==> src/rtl/pico_sim_moving_average.sv <==
// pico_sim_moving_average
//   Memory-to-memory 4-tap moving-average engine. Accepts one 128-bit command
//   {32'h0, len, dst, src}, streams len/16 words from src, and writes one averaged
//   word per input word to dst.
// Ports
//   clk, rstn                 clock, synchronous active-low reset
//   cmd_valid/cmd_rdy/cmd_data  command handshake
//   rd_valid/rd_ready/rd_addr   read request channel
//   rdata_valid/rdata           in-order read data beats
//   wr_valid/wr_ready/wr_addr/wr_data  write channel
//   busy                        command in progress
//   done                        one-cycle pulse after the final write is accepted
module pico_sim_moving_average #(
   parameter int unsigned ADDR_W = 32,
   parameter int unsigned FIFO_D = 8
) (
   input  logic              clk,
   input  logic              rstn,
   input  logic              cmd_valid,
   output logic              cmd_rdy,
   input  logic [127:0]      cmd_data,
   output logic              rd_valid,
   input  logic              rd_ready,
   output logic [ADDR_W-1:0] rd_addr,
   input  logic              rdata_valid,
   input  logic [127:0]      rdata,
   output logic              wr_valid,
   input  logic              wr_ready,
   output logic [ADDR_W-1:0] wr_addr,
   output logic [127:0]      wr_data,
   output logic              busy,
   output logic              done
);

   localparam int unsigned PTR_W = $clog2(FIFO_D);
   localparam int unsigned CNT_W = $clog2(FIFO_D + 1);

   typedef enum logic [1:0] {StIdle, StRun, StDone} state_e;

   state_e            r_state;
   state_e            w_state_nxt;

   logic [ADDR_W-1:0] r_src;
   logic [ADDR_W-1:0] r_dst;
   logic [27:0]       r_words;
   logic [27:0]       r_rd_cnt;
   logic [27:0]       r_wr_cnt;

   // Words issued but not yet written: outstanding reads + pipeline stage + FIFO.
   logic [CNT_W-1:0]  r_inflight;
   logic [CNT_W-1:0]  r_fifo_cnt;
   logic [PTR_W-1:0]  r_wptr;
   logic [PTR_W-1:0]  r_rptr;
   logic [31:0]       r_fifo [FIFO_D];

   logic [31:0]       r_hist [4];
   logic [33:0]       r_sum;
   logic [31:0]       r_y;
   logic              r_y_valid;

   logic              w_cmd_fire;
   logic              w_rd_fire;
   logic              w_wr_fire;
   logic              w_beat;
   logic [33:0]       w_sum_nxt;
   logic              w_unused;

   assign w_cmd_fire = cmd_valid & cmd_rdy;
   assign w_rd_fire  = rd_valid & rd_ready;
   assign w_wr_fire  = wr_valid & wr_ready;
   assign w_beat     = rdata_valid & (r_state == StRun);

   // hist[3] is x[i-4]; it is zero for the first four beats since history starts cleared.
   assign w_sum_nxt  = r_sum + {2'b00, rdata[31:0]} - {2'b00, r_hist[3]};

   assign wr_valid = (r_fifo_cnt != '0);
   assign wr_data  = wr_valid ? {96'b0, r_fifo[r_rptr]} : 128'b0;
   assign wr_addr  = r_dst + ADDR_W'({r_wr_cnt, 4'b0000});
   assign rd_addr  = r_src + ADDR_W'({r_rd_cnt, 4'b0000});

   assign w_unused = ^{cmd_data[127:96], cmd_data[67:64], cmd_data[35:32], cmd_data[3:0],
                       rdata[127:32]};

   always_ff @(posedge clk) begin
      if (!rstn) begin
         r_state <= StIdle;
      end else begin
         r_state <= w_state_nxt;
      end
   end

   always_comb begin
      w_state_nxt = r_state;
      cmd_rdy     = 1'b0;
      busy        = 1'b0;
      done        = 1'b0;
      rd_valid    = 1'b0;
      unique case (r_state)
         StIdle: begin
            cmd_rdy = rstn;
            if (cmd_valid && rstn) begin
               w_state_nxt = (cmd_data[95:68] == '0) ? StDone : StRun;
            end
         end
         StRun: begin
            busy     = 1'b1;
            rd_valid = (r_rd_cnt < r_words) && (r_inflight < CNT_W'(FIFO_D));
            if (w_wr_fire && (r_wr_cnt == r_words - 28'd1)) begin
               w_state_nxt = StDone;
            end
         end
         StDone: begin
            done        = 1'b1;
            w_state_nxt = StIdle;
         end
         default: w_state_nxt = StIdle;
      endcase
   end

   always_ff @(posedge clk) begin
      if (!rstn) begin
         r_src      <= '0;
         r_dst      <= '0;
         r_words    <= '0;
         r_rd_cnt   <= '0;
         r_wr_cnt   <= '0;
         r_inflight <= '0;
         r_fifo_cnt <= '0;
         r_wptr     <= '0;
         r_rptr     <= '0;
         r_sum      <= '0;
         r_y        <= '0;
         r_y_valid  <= 1'b0;
         for (int i = 0; i < 4; i++) begin
            r_hist[i] <= '0;
         end
      end else begin
         r_y_valid <= w_beat;
         if (w_cmd_fire) begin
            r_src    <= {cmd_data[ADDR_W-1:4], 4'b0000};
            r_dst    <= {cmd_data[32+ADDR_W-1:36], 4'b0000};
            r_words  <= cmd_data[95:68];
            r_rd_cnt <= '0;
            r_wr_cnt <= '0;
            r_sum    <= '0;
            for (int i = 0; i < 4; i++) begin
               r_hist[i] <= '0;
            end
         end else begin
            if (w_rd_fire) begin
               r_rd_cnt <= r_rd_cnt + 28'd1;
            end
            if (w_wr_fire) begin
               r_wr_cnt <= r_wr_cnt + 28'd1;
            end
            if (w_beat) begin
               r_sum     <= w_sum_nxt;
               r_y       <= w_sum_nxt[33:2];
               r_hist[0] <= rdata[31:0];
               r_hist[1] <= r_hist[0];
               r_hist[2] <= r_hist[1];
               r_hist[3] <= r_hist[2];
            end
         end

         unique case ({w_rd_fire, w_wr_fire})
            2'b10:   r_inflight <= r_inflight + CNT_W'(1);
            2'b01:   r_inflight <= r_inflight - CNT_W'(1);
            default: r_inflight <= r_inflight;
         endcase

         unique case ({r_y_valid, w_wr_fire})
            2'b10:   r_fifo_cnt <= r_fifo_cnt + CNT_W'(1);
            2'b01:   r_fifo_cnt <= r_fifo_cnt - CNT_W'(1);
            default: r_fifo_cnt <= r_fifo_cnt;
         endcase

         if (r_y_valid) begin
            r_wptr <= r_wptr + PTR_W'(1);
         end
         if (w_wr_fire) begin
            r_rptr <= r_rptr + PTR_W'(1);
         end
      end
   end

   // Storage needs no reset; occupancy is tracked by the pointers and count.
   always_ff @(posedge clk) begin
      if (r_y_valid) begin
         r_fifo[r_wptr] <= r_y;
      end
   end

endmodule

==> config.mk <==
export PLATFORM = sky130hd
export DESIGN_NAME = pico_sim_moving_average
export DESIGN_NICKNAME = d
export VERILOG_FILES = /design/src/rtl/pico_sim_moving_average.sv
export SDC_FILE = /design/constraint.sdc
export NUM_CORES = 1
export LEC_CHECK = 0
export CORE_MARGIN = 2
export CORE_UTILIZATION = 51
export DETAILED_ROUTE_END_ITERATION = 7
export MAX_ROUTING_LAYER = met4
export PLACE_DENSITY = 0.76
export SYNTH_ARGS = -nofsm -noshare
export SYNTH_HDL_FRONTEND = slang
export SYNTH_SLANG_ARGS = --single-unit
==> constraint.sdc <==
create_clock -name clk -period 5.2 [get_ports clk]
set_clock_uncertainty 0.2 [all_clocks]
set_input_delay 0.52 -clock clk [delete_from_list [all_inputs] [get_ports clk]]
set_output_delay 0.52 -clock clk [all_outputs]
set_load 0.02 [all_outputs]
==> reports/summary.txt <==
Outcome: completed
RR Endpoint: r_inflight[3]$_SDFFE_PN0P_
Register area: 15700 µm²
WL per Instance: 19.1 µm
Final period util: 0.957
Layout area overhead: 15.4%
Die width: 249 µm
Total vias in the final route: 21.8k
Final instance area: 35200 µm²
Gr usage total: 0.243
Synth top area share: 0.346
# H-tree levels: 2
Req. time, crit path: 4.48 ns
Max cap viols: 0
Cts hold-fix bufs: 0
Largest net degree at the start of global routing: 110
Leakage power: 14.2 nW
Critical Path Start Type: register
Deepest clock path buffer count: 3
Flop2flop setup slack: 0.72 ns
Core Area: 59100 µm²
Crit. Startpoint: r_wr_cnt[11]$_SDFFE_PP0P_
Area of the multi-input gates: 13300 µm²
Yosys top cell by area: edfxtp_1
Synth Warn #: 0
Nets@finish: 3464
Worst VDD drop: 0.280 mV
Worst reg-to-reg path cell count: 18
Iter 0 DRT Violations: 1796
Max Clock Freq: 201 MHz
Gr busiest metal: met2
RSZ-0062 raised after global routing: false
DRT Wirelength: 74.0 mm
Asr flop ratio synth: 0
Clock-pin slew on the worst setup and hold paths: 0.06 ns
Setup violations, final: 0
Root buf cell: clkbuf_16
Met2 usage: 0.388
Seq/Total Area, Yosys: 0.515
CTS buffer count: 60
Slew Limit Fails: 0
Arr. time, crit path: 4.26 ns
Setup_tns: 0 ns
Crit path time final: 4.98 ns
Count leader, synth: nand2_1
Met3 GRT Util: 0.0312
Io pins: 459
First-pass GRT wire length: 117 mm
Placed wire-length estimate: 50.6 mm
Die area: 61900 µm²
Setup crit end kind: primary output
Port buffer count: 214
Syn avg cell area: 10.7 µm²
# rows: 89
Cell Area, Synth: 30500 µm²
Initial antenna violation count: 2
Slew @ Worst Pin: 1.11 ns
Starting density of the core: 0.517
Clk Latency, worst-skew pair: 0.66 ns
Pwr dens: 336 nW/µm²
Layout cells sized above 1: 0.0766
Cells after Synth: 2855
Primary FF master, synth: edfxtp_1
Worst setup endpoint: wr_addr[28]
Netlist cell types: 78
Post-DR vias/cell: 5.64
Worst hold path type: in -> reg
Relative slew slack: 0.261
Largest cells by area after synthesis: edfxtp_1, dfxtp_1, ha_1
CTS tree: done
DP Area: 33100 µm²
Total congestion overflow: 0
Final hold viol count: 0
Vias in the first global route: 21.7k
Die Y-Extent: 249 µm
#FFs+latches synth: 610
Routed Antenna Nets: 0
Met1 usage: 0.328
Post-synth EDFFs: 352
Worst flop-to-flop path startpoint: r_words[21]$_SDFFE_PN0P_
DR pass1 iterations: 6
Gpl congestion: 0.903
Crit-path max FO: 7
Most frequent cells after synthesis: nand2_1, edfxtp_1, dfxtp_1, inv_1, nor2_1
FILL cells: 4678
Clk sinks: 610
Drc violations: 0
Crit path kind: reg -> out
-- state kept, by name, summed over array words and instances, names as in the netlist, named ones only --
signal and count:
r_hist 128, r_inflight 4, r_words 28, r_fifo 256, r_sum 34, r_y_valid 1, r_state 2, r_wr_cnt 28
r_src 28, r_y 32, r_fifo_cnt 4, r_rptr 3, r_rd_cnt 28, r_wptr 3, r_dst 28
-- power by group --
group / switching (mW) / internal (mW) / total (mW)
clock network: 1.92 / 2.64 / 4.56
registers: 0.158 / 5.26 / 5.42
logic: 1.09 / 0.781 / 1.87
total: 3.17 / 8.68 / 11.8
-- what timing repair did --
item                       4_1_cts  5_1_grt
gates resized for setup          0        7
buffers inserted                 0        0
hold endpoints to repair         0        0
setup endpoints to repair        0        5
-- cells in the final DEF, fill, tap and decap left out, drive strengths merged, types with 81 or more instances in the layout --
cell type and instances:
a21oi 167, and3 100, clkdlybuf4s50 212, conb 104, dfxtp 258, edfxtp 352, ha 126, inv 199
nand2 374, nand3 104, nor2 195, xnor2 81
-- stage by stage --
stage               hold WS (ns)  worst slack, ns  power (mW)   util  cells
detailed placement         0.243            0.527        7.37  0.560   3751
finish                     0.211            0.221        11.8  0.596   3867
floorplan                  0.232            0.990        6.80      -   2958
CTS                        0.192          0.00436        11.9  0.596   3865
global route               0.211           0.0126        12.3  0.596   3867
global placement           0.237            0.592        7.32  0.560   3751
-- worst max-delay path, cell delays in order (launching register included) --
cell	delay (ns)
dfxtp_1	0.48
ha_1	0.38
a211oi_1	0.29
and2_1	0.21
o2111ai_1	0.13
a211o_1	0.32
a31o_1	0.26
a21o_1	0.24
a2111o_1	0.48
nand2_1	0.10
xnor2_1	0.13
clkdlybuf4s50_1	0.65
-- metal layers --
metal | share of wire | vias to the layer above | routed length, µm
met5 | 0 | - | 0
met4 | 0.024 | 0 | 1760
met2 | 0.48 | 752 | 35300
li1 | - | 10300 | -
met3 | 0.063 | 119 | 4670
met1 | 0.44 | 10600 | 32200
-- worst min-delay path by stage --
stage,from,to,slack (ns),depth (start not counted)
2_1_floorplan,r_hist[2][0]$_SDFFE_PP0P_,r_hist[2][0]$_SDFFE_PP0P_,0.23,2
3_3_place_gp,r_hist[2][9]$_SDFFE_PP0P_,r_hist[2][9]$_SDFFE_PP0P_,0.24,2
3_5_place_dp,r_hist[2][21]$_SDFFE_PP0P_,r_hist[2][21]$_SDFFE_PP0P_,0.24,2
4_1_cts,cmd_data[23],r_src[23]$_SDFFE_PN0P_,0.19,3
5_1_grt,cmd_data[13],r_src[13]$_SDFFE_PN0P_,0.21,3
6_report,cmd_data[23],r_src[23]$_SDFFE_PN0P_,0.21,3
-- logic make-up (layout without fill, tap and decap cells) --
kind of cell | Yosys count | count (layout) | share of synthesized area
compound gates | 447 | 447 | 0.0938
xor+xnor | 143 | 143 | 0.0410
fa+ha+maj | 162 | 162 | 0.0752
buf+inv | 421 | 555 | 0.0648
flops | 610 | 610 | 0.515
mux | 116 | 116 | 0.0643
other cells | 1 | 106 | 0.000123
simple gates | 955 | 955 | 0.146
-- area by class of cell --
| type | count | area share |
|---|---|---|
| Tap cell | 773 | 0.0274 |
| Inverter | 197 | 0.0210 |
| Multi-Input combinational cell | 1927 | 0.377 |
| Antenna cell | 2 | 0.000142 |
| Clock inverter | 42 | 0.0138 |
| Timing Repair Buffer | 244 | 0.0679 |
| Sequential cell | 610 | 0.447 |
| Clock buffer | 72 | 0.0460 |
(Power assumes the default switching activity.)
